File: src/rtl/sa_skew_feeder.sv
// Row-vector feeder for the left edge of an M-row systolic array.
// Accepts one M-lane vector per cycle and emits it with lane r delayed r
// cycles relative to lane 0. After the last vector, it drains the skew with
// zero bubbles and pulses done.
module sa_skew_feeder #(
  parameter int unsigned M     = 3,
  parameter int unsigned CNT_W = 16
) (
  input  logic              clk,
  input  logic              reset,
  input  logic              start,
  input  logic [CNT_W-1:0]  len,
  input  logic              in_valid,
  output logic              in_ready,
  input  logic [64*M-1:0]   in_data,
  output logic [64*M-1:0]   out_left,
  output logic [M-1:0]      out_lane_valid,
  output logic              busy,
  output logic              done
);

  localparam int unsigned EW         = 64;
  localparam int unsigned FC_W       = (M > 1) ? $clog2(M) : 1;
  // The drain takes M-1 cycles; the counter runs from M-2 down to 0.
  localparam int unsigned FLUSH_LAST = (M > 1) ? (M - 2) : 0;
  localparam bit          HAS_FLUSH  = (M > 1);

  typedef enum logic [1:0] {
    IDLE   = 2'd0,
    STREAM = 2'd1,
    FLUSH  = 2'd2
  } state_e;

  state_e            state_q, state_d;
  logic [CNT_W-1:0]  cnt_q, cnt_d;
  logic [FC_W-1:0]   fc_q, fc_d;
  logic              in_ready_q;
  logic              busy_q;
  logic              done_q, done_d;
  logic              accept_c;

  // A vector is taken only while streaming; in_ready_q mirrors STREAM.
  assign accept_c = in_valid & in_ready_q;

  // Next-state logic: job sequencing, remaining-vector and drain counters.
  always_comb begin
    state_d = state_q;
    cnt_d   = cnt_q;
    fc_d    = fc_q;
    done_d  = 1'b0;
    unique case (state_q)
      IDLE: begin
        // The done cycle is still part of the previous job, so start is
        // ignored while done_q is high.
        if (start && !done_q) begin
          if (len != '0) begin
            cnt_d   = len;
            state_d = STREAM;
          end else begin
            done_d  = 1'b1;
          end
        end
      end
      STREAM: begin
        if (accept_c) begin
          cnt_d = cnt_q - CNT_W'(1);
          if (cnt_q == CNT_W'(1)) begin
            if (HAS_FLUSH) begin
              state_d = FLUSH;
              fc_d    = FC_W'(FLUSH_LAST);
            end else begin
              state_d = IDLE;
              done_d  = 1'b1;
            end
          end
        end
      end
      FLUSH: begin
        if (fc_q == '0) begin
          state_d = IDLE;
          done_d  = 1'b1;
        end else begin
          fc_d = fc_q - FC_W'(1);
        end
      end
      default: begin
        state_d = IDLE;
      end
    endcase
  end

  // State and control registers; outputs are decoded from next-state.
  always_ff @(posedge clk or negedge reset) begin
    if (!reset) begin
      state_q    <= IDLE;
      cnt_q      <= '0;
      fc_q       <= '0;
      in_ready_q <= 1'b0;
      busy_q     <= 1'b0;
      done_q     <= 1'b0;
    end else begin
      state_q    <= state_d;
      cnt_q      <= cnt_d;
      fc_q       <= fc_d;
      in_ready_q <= (state_d == STREAM);
      // busy covers the done cycle of a real job but never a len=0 start.
      busy_q     <= (state_d != IDLE) | (done_d & (state_q != IDLE));
      done_q     <= done_d;
    end
  end

  assign in_ready = in_ready_q;
  assign busy     = busy_q;
  assign done     = done_q;

  // Per-lane delay lines: lane r holds r+1 stages of data and valid.
  for (genvar r = 0; r < M; r++) begin : g_lane
    logic [EW-1:0] d_q [r+1];
    logic          v_q [r+1];

    // Stage 0 injects the accepted element or a zero bubble; later stages shift.
    always_ff @(posedge clk or negedge reset) begin
      if (!reset) begin
        for (int j = 0; j <= r; j++) begin
          d_q[j] <= '0;
          v_q[j] <= 1'b0;
        end
      end else begin
        d_q[0] <= accept_c ? in_data[EW*r +: EW] : '0;
        v_q[0] <= accept_c;
        for (int j = 1; j <= r; j++) begin
          d_q[j] <= d_q[j-1];
          v_q[j] <= v_q[j-1];
        end
      end
    end

    assign out_left[EW*r +: EW] = d_q[r];
    assign out_lane_valid[r]    = v_q[r];
  end

endmodule

File: config.mk
export PLATFORM = sky130hd
export DESIGN_NAME = sa_skew_feeder
export DESIGN_NICKNAME = d
export VERILOG_FILES = /design/src/rtl/sa_skew_feeder.sv
export SDC_FILE = /design/constraint.sdc
export NUM_CORES = 1
export LEC_CHECK = 0
export CAP_MARGIN = 20
export CORE_MARGIN = 2
export CORE_UTILIZATION = 50
export CTS_CLUSTER_DIAMETER = 60
export DETAILED_ROUTE_END_ITERATION = 8
export PLACE_DENSITY = 0.84
export SLEW_MARGIN = 25
export SYNTH_ARGS = -nofsm -noshare
export SYNTH_HDL_FRONTEND = slang
export SYNTH_SLANG_ARGS = --single-unit
File: constraint.sdc
create_clock -name clk -period 4.8 [get_ports clk]
set_input_delay 0.96 -clock clk [delete_from_list [all_inputs] [get_ports clk]]
set_output_delay 0.96 -clock clk [all_outputs]
set_load 0.02 [all_outputs]
==> run metrics <==
status complete, no violations; Post-Synthesis Net Count between 1,000 and 1,500; worst reg2reg path startpoint in_ready$_DFF_PN0_; CTS buffer count 40; Initial Util 0.506; sequential share of the synthesized area 0.759; DRT met1 WL ~13,000 µm; Critical Path Start Type flop; Avg Synthesized Cell Area 14.7 µm²; Final Hold Viols 0; leading area contributor after synthesis dfrtp_1; total wire length about 33,000 µm; Pwr Density 453 mW/mm²; dpl cells around 1,500; Area Growth Syn to Fin 35.2%; die height 168 µm; Port Buffers roughly 410; Post-CTS Hold Buffers 0; Non-Filler Instances about 1,600; Synth Area in XOR/XNOR 0.000648; post_cts resized 0; reg2reg setup slack ~2.2 ns; Critical Path End in_ready; Fin Clk Skew ~0.016 ns; Synth top area share 0.759; Core ar. 0.0267 mm²; CTS tree yes; nets about 1,400; #FFs+latches synth roughly 400; Final Power approximately 8300 µW; Commonest cells post-synth dfrtp_1 (410), and3_1 (193), buf_4 (130); row cnt 60; CP max FO 86; Hold Crit Class flop to flop; routed via count 8,012; Max-Cap Viols 0; clk buf depth 3; Clk pin slew, worst setup/hold paths around 0.06 ns; antenna viol nets, final 0; FILL cells approximately 1,800; post-detail-place hpwl between 20,000 and 25,000 µm; multi-input combinational cell area a little over 0.002 mm²; DRC violations left 0; vias in the first global route roughly 8,200; hold slack 0.336 ns; Reg area 0.0103 mm²; crit share post-route 0.642; EDFF count, synth 0; CP startpoint in_ready$_DFF_PN0_; count leader, synth dfrtp_1; Syn Inst Count ~920; post-synthesis adder-cell area fraction 0.00278; Final setup viols 0; crit path max-delay cell type dfrtp_4; slowest stage delay, CP 0.87 ns; Synth area leaders dfrtp_1 (76%), and3_1 (8.9%), buf_4 (7.2%); Setup CP Type flop to output port; Post-synth top flop dfrtp_1; Setup Fix Bufs, Post-CTS 0; main combinational cell family by area after synthesis simple AND/OR/NAND/NOR gates; crit path cell chain clkdlybuf4s50_1; first drt pass iteration count 5; H-tree Lvls 2; RePlAce Congestion roughly 0.86; final setup TNS 0 ns; largest net degree at the start of global routing ~120; first-pass GRT wire length slightly below 50,000 µm; Peak VDD IR ~0.00029 V; Async SR Flop Fraction 1.00; share of cells above drive strength 1 0.0680; unrepaired setup endpoints after global routing no; Root Buffer clkbuf_16; DR WL met3 ~2300 µm; vias per inst ~5.1; R2R Path End fc_q[1]$_DFFE_PN0P_; CP bufs+invs 1; mean routed wirelength per cell around 21 µm; clk_lat worst skew between 0.5 and 0.6 ns; Max Slew Vio Count 0; clock sink total just over 400; 1st-iter DRT viols around 580; area of the mapped netlist roughly 0.014 mm²; post-route core utilization 0.684; post-synthesis mux area share 0.00157; top sig layer met5; GRT Total Usage 0.229; FF-to-FF path depth 5; Rel. slew slack 0.344; Leakage around 0.009 µW; Worst path depth 1; met2 WL around 17,000 µm; simple-gate share of the synthesized area 0.113; Cell variety after synth 48; initial antenna violation count 6; Die X between 150 and 200 µm; Worst Path Required about 3.8 ns; min Tclk post-route 3.08 ns; CP endpoint kind output port; CP arrival 2.12 ns; overflow left after global routing 0; DIE AREA 0.0284 mm²; Compound-Gate Fraction of Synth Area 0.0334; Warnings, synthesis 0; family with the most delay on the worst path flip-flops; Least-Margin Pin Slew about 0.98 ns; IO Pins 410; Achievable Freq 325 MHz
[layer usage]
metal,GRT usage,vias up
met4,0.0971,2
met3,0.0527,78
met2,0.375,354
li1,-,3537
met5,0,-
met1,0.297,4041
[logic make-up (layout without fill, tap and decap cells)]
logic type	Yosys count	count (layout)
compound gates	59	59
xor+xnor	1	1
fa+ha+maj	3	3
mux	2	2
flops	410	410
other cells	0	6
simple gates	251	251
buf+inv	191	495
[worst min path at each step]
stage                                 start                            to  slack [ns]  cells past startpoint
5_1_grt         g_lane[2].d_q[92]$_DFF_PN0_       out_left[156]$_DFF_PN0_        0.35                      0
3_3_place_gp   g_lane[2].d_q[160]$_DFF_PN0_   g_lane[2].d_q[96]$_DFF_PN0_        0.33                      0
2_1_floorplan  g_lane[2].d_q[164]$_DFF_PN0_  g_lane[2].d_q[100]$_DFF_PN0_        0.33                      0
4_1_cts         g_lane[2].d_q[92]$_DFF_PN0_       out_left[156]$_DFF_PN0_        0.34                      0
6_report        g_lane[2].d_q[92]$_DFF_PN0_       out_left[156]$_DFF_PN0_        0.34                      0
3_5_place_dp   g_lane[2].d_q[165]$_DFF_PN0_  g_lane[2].d_q[101]$_DFF_PN0_        0.33                      0
[worst register-to-register path: cells and delay by family, from the launching register on]
family                 cells  cell delay, ns
flip-flops                 1            0.87
buffers and inverters      1            0.79
AND/OR/NAND/NOR            3            0.77
AO/OA/AOI/OAI              1            0.09
[metrics by stage]
step	setup WS, ns	cell area (µm²)
4_1_cts	1.65	18300
2_1_floorplan	2.60	13500
3_5_place_dp	1.77	17000
5_1_grt	1.55	18300
3_3_place_gp	1.78	17000
6_report	1.72	18300
[layout by cell type (no fill, tap or decap), types with 7 or more instances in the layout]
cell	instances
nor2_1	15
buf_4	7
and3_1	193
nor3_1	9
a31oi_1	7
o2bb2ai_1	11
inv_1	8
clkinv_2	11
clkdlybuf4s50_1	407
nor4_1	7
dfrtp_1	409
nand2_1	10
clkbuf_16	42
o211ai_1	7
[layout make-up]
class / instances / area share
inverters: 8 / 0.00164
diodes: 6 / 0.000821
well taps: 341 / 0.0233
repair buffers: 418 / 0.229
flip-flops and latches: 410 / 0.561
multi-input cells: 316 / 0.112
clock buffers: 52 / 0.0628
clock inverters: 17 / 0.00855
[state kept, by name (all words and copies together) (netlist names)]
signal          cells
out_left          128
out_lane_valid      1
fc_q                2
g_lane.d_q        256
done                1
state_q             2
busy                1
in_ready            1
cnt_q              16
g_lane.v_q          2
[power breakdown]
| part | switching (µW) | internal [µW] |
|---|---|---|
| Clock | 1260 | 1800 |
| Sequential | 205 | 3780 |
| Combinational | 637 | 592 |
(Power assumes the default switching activity.)
